`config.mk`:
```
export PLATFORM = sky130hd
export DESIGN_NAME = golden_nonce_tx
export DESIGN_NICKNAME = d
export VERILOG_FILES = /design/src/rtl/golden_nonce_tx_pkg.sv /design/src/rtl/golden_nonce_tx_fifo.sv /design/src/rtl/golden_nonce_tx.sv
export SDC_FILE = /design/constraint.sdc
export NUM_CORES = 1
export LEC_CHECK = 0
export CAP_MARGIN = 20
export CORE_ASPECT_RATIO = 0.9
export CORE_MARGIN = 4
export CORE_UTILIZATION = 40
export CTS_BUF_LIST = sky130_fd_sc_hd__clkbuf_4 sky130_fd_sc_hd__clkbuf_8
export DETAILED_ROUTE_END_ITERATION = 8
export DONT_BUFFER_PORTS = 1
export GPL_ROUTABILITY_DRIVEN = 0
export PLACE_DENSITY_LB_ADDON = 0.12
export SKIP_CTS_REPAIR_TIMING = 1
export SLEW_MARGIN = 10
export SYNTH_ARGS = -nofsm -noshare
export SYNTH_HDL_FRONTEND = slang
export SYNTH_SLANG_ARGS = --single-unit
```
`constraint.sdc`:
```
create_clock -name hash_clk -period 5.8 [get_ports hash_clk]
set_input_delay 1.16 -clock hash_clk [delete_from_list [all_inputs] [get_ports hash_clk]]
set_output_delay 1.16 -clock hash_clk [all_outputs]
set_load 0.03 [all_outputs]
```
`src/rtl/golden_nonce_tx_pkg.sv`:
```
// Shared miner package for the golden-nonce UART path.
// Holds the transmitter FSM state encoding and the nonce frame geometry. The baud
// divider is not kept here because it is set per instance.
package golden_nonce_tx_pkg;

  localparam int unsigned BYTES_PER_NONCE = 4;
  localparam int unsigned BITS_PER_BYTE   = 8;
  localparam int unsigned NONCE_W         = BYTES_PER_NONCE * BITS_PER_BYTE;

  typedef enum logic [1:0] {
    StIdle,
    StStart,
    StData,
    StStop
  } tx_state_e;

endpackage

```
`src/rtl/golden_nonce_tx_fifo.sv`:
```
// nonce_fifo: single-clock synchronous FIFO for queued golden nonces.
// Ports:
//   clk_i, rst_i          clock, synchronous active-high reset
//   push_i, wdata_i       write strobe and data
//   pop_i                 read strobe; rdata_o is the current head (valid when !empty_o)
//   flush_i               discard all entries; overrides push and pop
//   count_o, full_o, empty_o  occupancy
// A push while full is accepted only if a pop happens in the same cycle.
module nonce_fifo #(
  parameter int unsigned Depth = 4,
  parameter int unsigned Width = 32
) (
  input  logic                     clk_i,
  input  logic                     rst_i,
  input  logic                     push_i,
  input  logic [Width-1:0]         wdata_i,
  input  logic                     pop_i,
  input  logic                     flush_i,
  output logic [Width-1:0]         rdata_o,
  output logic [$clog2(Depth):0]   count_o,
  output logic                     full_o,
  output logic                     empty_o
);

  localparam int unsigned PtrW = $clog2(Depth);
  localparam int unsigned CntW = PtrW + 1;

  logic [Width-1:0] mem_q [Depth];
  logic [PtrW-1:0]  wr_ptr_q, rd_ptr_q;
  logic [CntW-1:0]  count_q, count_d;
  logic             push_ok, pop_ok;

  assign full_o  = (count_q == CntW'(Depth));
  assign empty_o = (count_q == '0);
  assign count_o = count_q;
  assign rdata_o = mem_q[rd_ptr_q];

  assign pop_ok  = pop_i & ~empty_o & ~flush_i & ~rst_i;
  assign push_ok = push_i & (~full_o | pop_ok) & ~flush_i & ~rst_i;

  always_comb begin
    count_d = count_q + CntW'(push_ok) - CntW'(pop_ok);
    if (flush_i) count_d = '0;
  end

  always_ff @(posedge clk_i) begin
    if (rst_i) begin
      wr_ptr_q <= '0;
      rd_ptr_q <= '0;
      count_q  <= '0;
    end else if (flush_i) begin
      wr_ptr_q <= '0;
      rd_ptr_q <= '0;
      count_q  <= '0;
    end else begin
      if (push_ok) wr_ptr_q <= wr_ptr_q + PtrW'(1);
      if (pop_ok)  rd_ptr_q <= rd_ptr_q + PtrW'(1);
      count_q <= count_d;
    end
  end

  // Storage needs no reset; when full and popping, the head is read before it is overwritten.
  always_ff @(posedge clk_i) begin
    if (push_ok) mem_q[wr_ptr_q] <= wdata_i;
  end

endmodule

```
`src/rtl/golden_nonce_tx.sv`:
```
// golden_nonce_tx: queues golden nonces from the hash core and sends each one over a
// UART line (8N1, idle high) as four bytes, least-significant byte first.
// Ports:
//   hash_clk, reset      clock, synchronous active-high reset
//   gn_valid, gn_data    one-cycle nonce strobe and 32-bit nonce
//   flush                new work: drop queued nonces (a frame already on the wire finishes)
//   txd                  serial output
//   busy                 frame in progress or queue non-empty
//   overflow             sticky, set when a nonce is dropped because the queue is full
//   fifo_count           queued nonces
module golden_nonce_tx
  import golden_nonce_tx_pkg::*;
#(
  parameter int unsigned BAUD_DIV   = 434,
  parameter int unsigned FIFO_DEPTH = 4
) (
  input  logic                         hash_clk,
  input  logic                         reset,
  input  logic                         gn_valid,
  input  logic [31:0]                  gn_data,
  input  logic                         flush,
  output logic                         txd,
  output logic                         busy,
  output logic                         overflow,
  output logic [$clog2(FIFO_DEPTH):0]  fifo_count
);

  localparam int unsigned BaudW = $clog2(BAUD_DIV);
  localparam int unsigned BitW  = $clog2(BITS_PER_BYTE);
  localparam int unsigned ByteW = $clog2(BYTES_PER_NONCE);
  localparam logic [BaudW-1:0] BaudReload = BaudW'(BAUD_DIV - 1);

  tx_state_e          state_q;
  logic [BaudW-1:0]   baud_q;
  logic [BitW-1:0]    bit_idx_q;
  logic [ByteW-1:0]   byte_idx_q;
  logic [NONCE_W-1:0] shift_q;
  logic               txd_q, busy_q, overflow_q;

  logic [NONCE_W-1:0] fifo_rdata;
  logic               fifo_full, fifo_empty;
  logic               pop, drop;

  assign pop  = (state_q == StIdle) & ~fifo_empty & ~flush;
  assign drop = gn_valid & ~flush & fifo_full & ~pop;

  nonce_fifo #(
    .Depth (FIFO_DEPTH),
    .Width (NONCE_W)
  ) u_fifo (
    .clk_i   (hash_clk),
    .rst_i   (reset),
    .push_i  (gn_valid),
    .wdata_i (gn_data),
    .pop_i   (pop),
    .flush_i (flush),
    .rdata_o (fifo_rdata),
    .count_o (fifo_count),
    .full_o  (fifo_full),
    .empty_o (fifo_empty)
  );

  // txd is registered from the current state, so the line lags the FSM by one cycle.
  always_ff @(posedge hash_clk) begin
    if (reset) begin
      state_q    <= StIdle;
      baud_q     <= '0;
      bit_idx_q  <= '0;
      byte_idx_q <= '0;
      shift_q    <= '0;
      txd_q      <= 1'b1;
      busy_q     <= 1'b0;
      overflow_q <= 1'b0;
    end else begin
      unique case (state_q)
        StIdle: begin
          txd_q <= 1'b1;
          if (pop) begin
            shift_q    <= fifo_rdata;
            byte_idx_q <= '0;
            baud_q     <= BaudReload;
            state_q    <= StStart;
          end
        end
        StStart: begin
          txd_q <= 1'b0;
          if (baud_q == '0) begin
            baud_q    <= BaudReload;
            bit_idx_q <= '0;
            state_q   <= StData;
          end else begin
            baud_q <= baud_q - BaudW'(1);
          end
        end
        StData: begin
          txd_q <= shift_q[0];
          if (baud_q == '0) begin
            baud_q  <= BaudReload;
            shift_q <= shift_q >> 1;
            if (bit_idx_q == BitW'(BITS_PER_BYTE - 1)) begin
              bit_idx_q <= '0;
              state_q   <= StStop;
            end else begin
              bit_idx_q <= bit_idx_q + BitW'(1);
            end
          end else begin
            baud_q <= baud_q - BaudW'(1);
          end
        end
        StStop: begin
          txd_q <= 1'b1;
          if (baud_q == '0) begin
            baud_q <= BaudReload;
            if (byte_idx_q != ByteW'(BYTES_PER_NONCE - 1)) begin
              byte_idx_q <= byte_idx_q + ByteW'(1);
              state_q    <= StStart;
            end else begin
              byte_idx_q <= '0;
              state_q    <= StIdle;
            end
          end else begin
            baud_q <= baud_q - BaudW'(1);
          end
        end
      endcase
      busy_q     <= (state_q != StIdle) | (fifo_count != '0);
      overflow_q <= overflow_q | drop;
    end
  end

  assign txd      = txd_q;
  assign busy     = busy_q;
  assign overflow = overflow_q;

endmodule
```
==> results of run 1 <==
-- cell usage in the layout, fill, tap and decap left out, types with 5 or more instances in the layout --
cell type / Yosys / layout
edfxtp_1: 128 / 128
dfxtp_1: 60 / 59
a21oi_1: 42 / 42
o21ai_0: 41 / 41
or3_1: 34 / 34
mux4_2: 32 / 32
mux2i_1: 32 / 32
clkbuf_8: 0 / 17
ha_1: 15 / 15
inv_1: 13 / 13
nor2_1: 11 / 11
nand2_1: 8 / 8
nor3_1: 8 / 8
and2_1: 7 / 7
buf_4: 3 / 7
inv_8: 0 / 5
-- metrics by stage --
step	hold WS (ps)	setup WS [ps]	instances	area [um2]	total power (W)
after CTS	472.2	2774	775	8376	0.002852
after floorplan	444.8	2654	517	7756	0.001916
after global routing	496.4	2833	776	8403	0.002968
after global placement	451.3	2895	743	7986	0.002003
after detailed placement	458.1	2796	743	7986	0.002014
final	465.7	3039	776	8403	0.002817
-- state kept, by name, summed over array words and instances, names as in the netlist, 3 cells and up, named ones only --
signal / count
u_fifo.mem_q: 128
shift_q: 32
baud_q: 9
bit_idx_q: 3
u_fifo.count_o: 3
-- report_power, final --
| group | switching, W | internal, W |
|---|---|---|
| Sequential | 0.0000551 | 0.00148 |
| Combinational | 0.000264 | 0.000189 |
| Clock | 0.000503 | 0.000328 |
-- worst reg2reg max path: cells and delay by family (launching register included) --
family,cells,cell delay (ps)
buffers and inverters,3,1100
AOI/OAI and AO/OA,3,900
DFF,1,400
adders and majority gates,1,300
-- final cells by class --
class / count / area (um2) / share of cell area (%)
clock buffers: 18 / 241.5 / 2.874
clock inverters: 14 / 147.6 / 1.757
inverters: 14 / 52.55 / 0.6254
multi-input cells: 284 / 2522 / 30.02
flip-flops and latches: 188 / 5046 / 60.05
well taps: 250 / 312.8 / 3.722
repair buffers: 8 / 80.08 / 0.9529
-- logic make-up (layout without fill, tap and decap cells) --
group / Yosys count / count (layout) / synth area share, %
AOI/OAI and AO/OA: 98 / 98 / 7.163
xor gates and xnor gates: 8 / 8 / 0.9033
adders and majority gates: 16 / 16 / 2.678
buffers and inverters: 45 / 54 / 2.533
DFF: 188 / 188 / 65.04
muxes: 64 / 64 / 13.42
and+or+nand+nor: 98 / 98 / 8.260
-- path summary, 6_finish.rpt --
check	endpoint	slack (ps)	depth (start not counted)
max reg2reg	shift_q[24]	3040	7
max	shift_q[24]	3040	7
min reg2reg	baud_q[1]	470	2
min	baud_q[1]	470	2
-- per-layer routing --
layer / GRT usage (%) / wire length (um) / up-vias
met4: 4.461 / 209 / 0
li1: - / - / 1994
met1: 17.70 / 6473 / 2090
met5: 0 / 0 / -
met2: 21.55 / 6886 / 43
met3: 4.356 / 589 / 13
==> summary.txt, run 1 <==
Run status
  – Run status: completed

Hold path
  – Worst hold path class: reg2reg
  – Hold Path Origin: baud_q[1]

Worst setup path
  – Critical path cell sequence: inv_1, ha_1, inv_2, a2bb2oi_4, buf_16, o21ai_0, a21oi_1
  – CP Launch Point: state_q[0]
  – Critical path class: reg2reg
  – Slowest cell on crit path: inv_2
  – CP bufs+invs: 3
  – Worst R2R Start: state_q[0]
  – CP max FO: 35
  – CP top delay family: buffers and inverters
  – CP peak stage delay: between 700 and 800 ps
  – Nature of the critical path endpoint: flop
  – Worst EP required: slightly above 6000 ps
  – Type of origin of the critical path: flop
  – Crit path arrival time: between 3000 and 4000 ps

Route
  – ANT nets after route: 0
  – Routed vias/inst: ~5.3
  – DR WL/cell: 18.24 um
  – DR pass1 iterations: 4
  – Routed WL: between 10000 and 15000 um
  – DR vias: approximately 4100
  – DRC Markers: 0
  – Drt initial violations: between 300 and 400

Logic synthesis
  – Synthesized cell area: between 7000 and 8000 um2
  – FFs w/ async S/R, synth: 0%
  – Count leader, synth: edfxtp_1
  – Post-synth EDFFs: 128
  – Cells after synthesis: approximately 520
  – Ys Warns: 0
  – Syn nets: 569
  – Commonest cells in the netlist: edfxtp_1, dfxtp_1, a21oi_1, o21ai_0, or3_1
  – Synth area leaders: edfxtp_1, dfxtp_1, mux4_2
  – Unique masters post-synth: 47
  – Yosys top cell area share: just under 50%
  – Post-Syn Area per Cell: about 15 um2
  – Post-synth top area cell: edfxtp_1
  – Register bit count reported by yosys: around 190
  – Register area share after synthesis: between 60% and 70%
  – Synth Flop Type: edfxtp_1

Floorplanning
  – Chip Width: 154.8 um
  – Io pins: 42
  – Die height: between 100 and 150 um
  – Initial Util: around two fifths
  – Rows: between 40 and 50
  – Die area: between 20000 and 25000 um2
  – Core Box Area: ~19000 um2

Cells and area
  – Fillers: between 1500 and 2000
  – Layout cell share with drive strength beyond 1: 16.35%
  – Util after Layout: about 44%
  – Final net count: between 500 and 600
  – # diodes: 0
  – Area growth syn-to-layout: 8.340%

Timing
  – Tcrit/Tclk final: between 40% and 50%
  – Final Hold Viols: 0
  – Max Clock Skew: between 10 and 15 ps
  – Relative slew slack: about a third
  – Total negative slack: 0 ps
  – Tightest Pin Transition: around 1000 ps
  – RSZ-0062 raised after global routing: no
  – Fmax: between 300 and 400 MHz
  – Setup-failing EPs final: 0
  – Fin. max-slew vios: 0
  – Min Tclk post-route: between 2000 and 3000 ps

Clocking
  – Clock Latency Late Sink: 450 ps
  – Maximum clock path buffer count: 2
  – Root Driver: clkbuf_8
  – H-Tree Depth: 4
  – Cts bufs inserted: 17
  – Clock-pin slew on the worst setup and hold paths: around 100 ps
  – CTS tree: yes
  – Clk sinks: 188

Power
  – Leakage power: 2.800 nW
  – Total power per unit cell area: between 300 and 400 nW/um2
  – Peak VDD IR: ~0.15 mV

Global route
  – Largest net degree at the start of global routing: 64
  – Initial antenna violation count: 0
  – Total GRT Usage: a little over an eighth
  – First-pass GRT wire length: 22720 um
  – Vias in the first global route: 4145
  – Aggregate global routing overflow: 0

Flow run
  – Number of max-cap violations: 0

Place
  – I/O Buffers: 0
  – DP Wirelength: about 8300 um
Power figures use the tool's default switching activity.
==> run 2: changes to the inputs <==
--- a/config.mk
+++ b/config.mk
@@ -5,6 +5,7 @@
 export SDC_FILE = /design/constraint.sdc
 export NUM_CORES = 1
 export LEC_CHECK = 0
+export ABC_AREA = 1
 export CAP_MARGIN = 20
 export CORE_ASPECT_RATIO = 0.9
 export CORE_MARGIN = 4
==> constraint.sdc (replaced) <==
create_clock -name hash_clk -period 2.6 [get_ports hash_clk]
set_input_delay 0.52 -clock hash_clk [delete_from_list [all_inputs] [get_ports hash_clk]]
set_output_delay 0.52 -clock hash_clk [all_outputs]
set_load 0.03 [all_outputs]
==> run 2 against run 1 <==
Compared with the run above: maximum frequency up 17%; clock skew about the same; global-route usage rose by 1.4 points; non-clock buffer count increased by 9; design area rose by 1.6%; power rose by 140%; final cell count is 35% higher; die area rose by 0.87%; clock power up 120%; routed wire length rose by 9.7%; largest cell class unchanged.
==> summary.txt, run 2 <==
Run status
  – Run status: completed

Worst setup path
  – CP bufs+invs: 2 (-1)
  – Critical path cell sequence: inv_1, ha_1, nand3_2, nor2_2, ha_1, inv_1, ha_1, fa_1, xor2_1, o21ai_0, a21oi_1
  – Slowest cell on crit path: fa_1
  – R2R Setup Slk: 250 ps (-2790 ps)
  – CP max FO: 6 (-83%)
  – Nature of the critical path endpoint: flop
  – Worst R2R Start: state_q[0]
  – Type of origin of the critical path: flop
  – Worst EP required: 2960 ps (-3210 ps)
  – Crit Reg-Reg Endpoint: u_fifo.count_o[2]
  – Crit path arrival time: 2710 ps (-420 ps)
  – Most frequent CP cell: ha_1
  – Worst r2r path cells: 11 (+4)
  – CP peak stage delay: 380 ps (-370 ps)
  – Critical path class: reg2reg
  – CP top delay family: adder cells

Cells and area
  – Area growth syn-to-layout: 9.063%
  – Commonest non-fill, non-tap cells in the layout: nor2_1, nand2_1, edfxtp_1
  – # diodes: 0 (unchanged)
  – Largest regs: u_fifo.mem_q (128), shift_q (32), baud_q (9)
  – Multi-input logic area: 2442 um2 (-3.2%)
  – Register Area: 5046 um2 (unchanged)
  – Layout cell share with drive strength beyond 1: 9.308% (-7.0 points)
  – Most common cell after layout, fill and taps aside: nor2_1
  – Final Non-Filler Cells: 1045 (+35%)
  – Top reg by flops: u_fifo.mem_q
  – Final net count: 834 (+48%)
  – Util after Layout: 44.42% (+0.42 points)
  – Fillers: 1830 (+6.5%)
  – Largest register FFs: 128 (unchanged)

Clocking
  – Clock Latency Late Sink: 460 ps (about the same)
  – Cts bufs inserted: 17 (unchanged)
  – CTS tree: yes
  – H-Tree Depth: 4 (unchanged)
  – Clock-pin slew on the worst setup and hold paths: 100 ps (about the same)
  – Maximum clock path buffer count: 2 (unchanged)
  – Clk sinks: 188 (unchanged)
  – Root Driver: clkbuf_8

Floorplanning
  – Die area: 21870 um2 (+0.87%)
  – Chip Width: 155.5 um (+0.44%)
  – Rows: 48 (unchanged)
  – Initial Util: 40.73% (+0.12 points)
  – Io pins: 42 (unchanged)
  – Die height: 140.7 um (+0.43%)
  – Core Box Area: 19220 um2 (+0.63%)

Route
  – Met1 WL: 6902 um (+6.6%)
  – DR WL/cell: 14.86 um (-19%)
  – DRC Markers: 0 (unchanged)
  – Routed wl met3: 804 um (+37%)
  – Max layer used: met4
  – Drt initial violations: 247 (-18%)
  – Met2 routed WL: 7709 um (+12%)
  – DR vias: 5088 (+23%)
  – ANT nets after route: 0 (unchanged)
  – Routed vias/inst: 4.869 (-8.7%)
  – DR pass1 iterations: 5 (+1)
  – Routed WL: 15530 um (+9.7%)

Timing
  – Tcrit/Tclk final: 90.55% (+43 points)
  – Final Hold Viols: 0 (unchanged)
  – Fmax: 424.8 MHz (+17%)
  – Hold_ws: 118.6 ps (-347.1 ps)
  – Min Tclk post-route: 2354 ps (-407.0 ps)
  – RSZ-0062 raised after global routing: no
  – Fin. max-slew vios: 0 (unchanged)
  – Tightest Pin Transition: 471.0 ps (-524.9 ps)
  – Relative slew slack: 68.60% (+35 points)
  – Max Clock Skew: 13.12 ps (-0.2495 ps)
  – Setup-failing EPs final: 0 (unchanged)

Power
  – Leakage power: 3.221 nW (+15%)
  – Final total power: 0.006676 W (+140%)
  – Pint: 0.004619 W (+130%)
  – Net Sw Power: 0.002057 W (+150%)
  – Sw frac: 30.81% (+1.6 points)
  – Total power per unit cell area: 782.0 nW/um2 (+130%)
  – Peak VDD IR: 0.4826 mV (+220%)
  – Reg power frac: 53.0% (-1.4 points)
  – Clock network power share: 27.2% (-2.3 points)
  – Comb power frac: 19.8% (+3.7 points)

Logic synthesis
  – Cells after synthesis: 784 (+52%)
  – Post-Syn Area per Cell: 9.984 um2 (-33%)
  – Synth area leaders: edfxtp_1, dfxtp_1, nor2_1
  – Unique masters post-synth: 32 (-32%)
  – Syn nets: 836 (+47%)
  – Register area share after synthesis: 64.45% (-0.59 points)
  – Post-synth top area cell: edfxtp_1
  – Commonest cells in the netlist: nor2_1, edfxtp_1, nand2_1, o21ai_0, dfxtp_1
  – Yosys top cell area share: 49.10% (-0.45 points)
  – Count leader, synth: nor2_1
  – Register bit count reported by yosys: 188 (unchanged)
  – Ys Warns: 0 (unchanged)
  – Post-synth EDFFs: 128 (unchanged)
  – Synth Flop Type: edfxtp_1
  – Synthesized cell area: 7828 um2 (+0.92%)
  – FFs w/ async S/R, synth: 0% (unchanged)

Place
  – DP Wirelength: 9193 um (+10%)
  – Cell Count Post-Placement: 1013 (+36%)
  – I/O Buffers: 0 (unchanged)

Global route
  – Aggregate global routing overflow: 0 (unchanged)
  – Largest net degree at the start of global routing: 65 (+1.6%)
  – Total GRT Usage: 14.92% (+1.4 points)
  – Initial antenna violation count: 0 (unchanged)
  – First-pass GRT wire length: 25600 um (+13%)
  – Vias in the first global route: 5032 (+21%)

Hold path
  – Hold path endpoint: byte_idx_q[0]
  – Worst hold path class: in2reg
  – Hold Path Stages: 1 (-1)
  – Hold Path Origin: reset

Flow run
  – Number of max-cap violations: 0 (unchanged)
## run 2: final cells by class
type | instances | share of cell area, %
clock inverters | 12 | 1.363
repair buffers | 17 | 2.374
flip-flops and latches | 188 | 59.11
multi-input cells | 516 | 28.61
clock buffers | 20 | 3.005
inverters | 42 | 1.876
well taps | 250 | 3.664
## run 2: through the flow
stage	setup TNS (ps)	setup slack (ps)	instance area (um2)
6_report	0	245.8	8537
5_1_grt	0	37.31	8537
4_1_cts	0	248.6	8537
3_5_place_dp	0	266.7	8164
3_3_place_gp	0	331.2	8164
2_1_floorplan	-33250	-259.7	7828
## run 2: how the worst max path moves through the flow
stage / from / endpoint / slack [ps] / cells after the start
after global routing: state_q[0] / u_fifo.count_o[2] / 40 / 11
after detailed placement: state_q[0] / u_fifo.count_o[2] / 270 / 11
after CTS: state_q[0] / u_fifo.count_o[2] / 250 / 11
final: state_q[0] / u_fifo.count_o[2] / 250 / 11
after floorplan: state_q[0] / u_fifo.mem_q[0][0] / -260 / 6
after global placement: state_q[0] / u_fifo.count_o[2] / 330 / 11
## run 2: cells by family after synthesis
family | count (synthesis) | share of synthesized area [%]
AND/OR/NAND/NOR | 332 | 17.04
flip-flops | 188 | 64.45
AO/OA/AOI/OAI | 163 | 10.57
buffers and inverters | 80 | 4.732
adder cells (fa/ha/maj) | 16 | 2.653
XOR/XNOR | 5 | 0.5594
## run 2: power by group through the flow
stage	Combinational, W	Clock, W	Sequential [W]
4_1_cts	0.00134	0.00189	0.00354
2_1_floorplan	0.00109	0	0.00358
5_1_grt	0.00152	0.00201	0.00356
3_3_place_gp	0.00130	0	0.00360
6_report	0.00132	0.00182	0.00354
3_5_place_dp	0.00133	0	0.00360
## run 2: routing by layer
| layer | track usage (%) | vias to the layer above |
|---|---|---|
| li1 | - | 2608 |
| met1 | 18.35 | 2399 |
| met2 | 25.58 | 75 |
| met3 | 4.604 | 6 |
| met4 | 3.961 | 0 |
| met5 | 0 | - |
==> run 3: changes to the inputs <==
--- a/config.mk
+++ b/config.mk
@@ -5,7 +5,6 @@
 export SDC_FILE = /design/constraint.sdc
 export NUM_CORES = 1
 export LEC_CHECK = 0
-export ABC_AREA = 1
 export CAP_MARGIN = 20
 export CORE_ASPECT_RATIO = 0.9
 export CORE_MARGIN = 4
==> run 3 against run 2 <==
Compared with the run above: combinational power down 18%; via count down 17%; register-to-register slack worse by 70 ps; design area up 0.64%; sequential power down 4%; setup slack worse by 74 ps; power down 2.2%; non-clock buffer count unchanged; routed wire length down 6.9%; clock power up 12%; final cell count down 25%.
==> summary.txt, run 3 (same netlist as run 1, synthesis figures left out) <==
Run status
  – Run status: completed

Cells and area
  – Design area: 8592 um2 (+0.64%)
  – Most common cell after layout, fill and taps aside: edfxtp_1
  – Commonest non-fill, non-tap cells in the layout: edfxtp_1, dfxtp_1, a21oi_1
  – Largest regs: u_fifo.mem_q (128), shift_q (32), baud_q (9)
  – Fillers: 1718 (-6.1%)
  – Final net count: 574 (-31%)
  – Layout cell share with drive strength beyond 1: 17.94% (+8.6 points)
  – Register Area: 5046 um2 (unchanged)
  – # diodes: 0 (unchanged)
  – Area growth syn-to-layout: 10.78%
  – Top reg by flops: u_fifo.mem_q
  – Multi-input logic area: 2525 um2 (+3.4%)
  – Largest register FFs: 128 (unchanged)

Worst setup path
  – Critical Path End: u_fifo.count_o[2]
  – Crit Reg-Reg Endpoint: u_fifo.count_o[2]
  – R2R Setup Slk: 170 ps (-70 ps)
  – Nature of the critical path endpoint: flop
  – Worst r2r path cells: 12 (+1)
  – Type of origin of the critical path: flop
  – CP Launch Point: state_q[0]
  – Critical path class: reg2reg
  – Worst R2R Start: state_q[0]
  – Crit path arrival time: 2790 ps (+80 ps)
  – CP max FO: 7 (+1)
  – Worst EP required: 2960 ps (about the same)

Timing
  – Fmax: 411.8 MHz (-3.0%)
  – Total negative slack: 0 ps (unchanged)
  – Fin. max-slew vios: 0 (unchanged)
  – RSZ-0062 raised after global routing: no
  – Setup-failing EPs final: 0 (unchanged)
  – Min Tclk post-route: 2428 ps (+73.90 ps)
  – Tightest Pin Transition: 602.5 ps (+131.5 ps)
  – Max Clock Skew: 16.05 ps (+2.934 ps)
  – Relative slew slack: 59.83% (-8.8 points)
  – Final Hold Viols: 0 (unchanged)
  – Tcrit/Tclk final: 93.39% (+2.8 points)

Route
  – ANT nets after route: 0 (unchanged)
  – DR WL/cell: 18.41 um (+24%)
  – DR vias: 4211 (-17%)
  – Routed vias/inst: 5.364 (+10%)
  – Routed WL: 14450 um (-6.9%)
  – DR pass1 iterations: 5 (unchanged)
  – Drt initial violations: 252 (+2.0%)
  – DRC Markers: 0 (unchanged)

Global route
  – Total GRT Usage: 14.07% (-0.85 points)
  – Initial antenna violation count: 0 (unchanged)
  – Vias in the first global route: 4340 (-14%)
  – Largest net degree at the start of global routing: 64 (-1.5%)
  – First-pass GRT wire length: 23570 um (-7.9%)
  – Aggregate global routing overflow: 0 (unchanged)

Clocking
  – Cts bufs inserted: 17 (unchanged)
  – Clock Latency Late Sink: 460 ps (about the same)
  – Clock-pin slew on the worst setup and hold paths: 100 ps (about the same)
  – H-Tree Depth: 4 (unchanged)
  – Clk sinks: 188 (unchanged)
  – Maximum clock path buffer count: 2 (unchanged)
  – CTS tree: yes
  – Root Driver: clkbuf_8

Place
  – I/O Buffers: 0 (unchanged)
  – Dpl cell area: 8162 um2 (about the same)
  – DP Wirelength: 8589 um (-6.6%)

Floorplanning
  – Core Box Area: 19100 um2 (-0.62%)
  – Rows: 48 (unchanged)
  – Chip Width: 154.8 um (-0.43%)
  – Die height: 140.1 um (-0.43%)
  – Io pins: 42 (unchanged)
  – Initial Util: 40.61% (-0.12 points)
  – Die area: 21690 um2 (-0.86%)

Power
  – Total power per unit cell area: 760.3 nW/um2 (-2.8%)
  – Leakage power: 2.882 nW (-11%)
  – Peak VDD IR: 0.3241 mV (-33%)

Flow run
  – Number of max-cap violations: 0 (unchanged)

Hold path
  – Worst hold path class: in2reg
==> run 3: how the worst min path moves through the flow <==
stage	start	depth (start not counted)	end	slack (ps)
after floorplan	baud_q[1]	2	baud_q[1]	440
after global placement	baud_q[1]	2	baud_q[1]	450
after detailed placement	baud_q[1]	2	baud_q[1]	460
after CTS	reset	1	baud_q[7]	80
after global routing	flush	1	u_fifo.count_o[2]	80
final	flush	1	u_fifo.count_o[2]	130
==> run 3: metal layers <==
| metal | vias up | track usage (%) | wire length (um) |
|---|---|---|---|
| met5 | - | 0 | 0 |
| met4 | 0 | 3.532 | 93 |
| met3 | 9 | 5.437 | 812 |
| met2 | 61 | 23.07 | 7106 |
| met1 | 2135 | 17.67 | 6438 |
| li1 | 2006 | - | - |
==> run 3: report_power, final <==
part	internal (W)	leakage [nW]	switching, W	total, W
clock	0.000924	0.217	0.00112	0.00204
combinational	0.000461	1.02	0.000618	0.00108
sequential	0.00330	1.64	0.000116	0.00341
total	0.00468	2.88	0.00185	0.00653
==> run 3: final cells by class <==
type                       count  area share [%]
sequential                   188           58.73
multi-input combinational    284           29.39
tap                          250           3.641
clock buffer                  18           2.811
timing repair buffer          17           2.650
clock inverter                14           2.170
inverter                      14          0.6116
==> run 3: worst max-delay path, stage by stage, from the launching register on <==
cell and delay [ps]:
dfxtp_1 410, inv_1 120, ha_2 250, and2b_1 190, nand2_1 90, nor2_1 50
ha_1 260, inv_1 40, ha_1 190, fa_1 380, xnor2_1 170, xnor2_1 140
nor3_1 60
==> run 3: stage by stage <==
step | hold WS [ps] | power [W] | setup WS (ps) | util [%] | std cells
finish | 127.9 | 0.006533 | 171.9 | 44.99 | 785
global route | 77.42 | 0.006894 | 12.80 | 44.99 | 785
CTS | 83.08 | 0.006608 | 92.18 | 44.98 | 785
detailed placement | 455.8 | 0.004554 | 106.6 | 42.73 | 753
global placement | 453.0 | 0.004530 | 172.6 | 42.73 | 753
floorplan | 444.8 | 0.004273 | 50.08 | - | 517
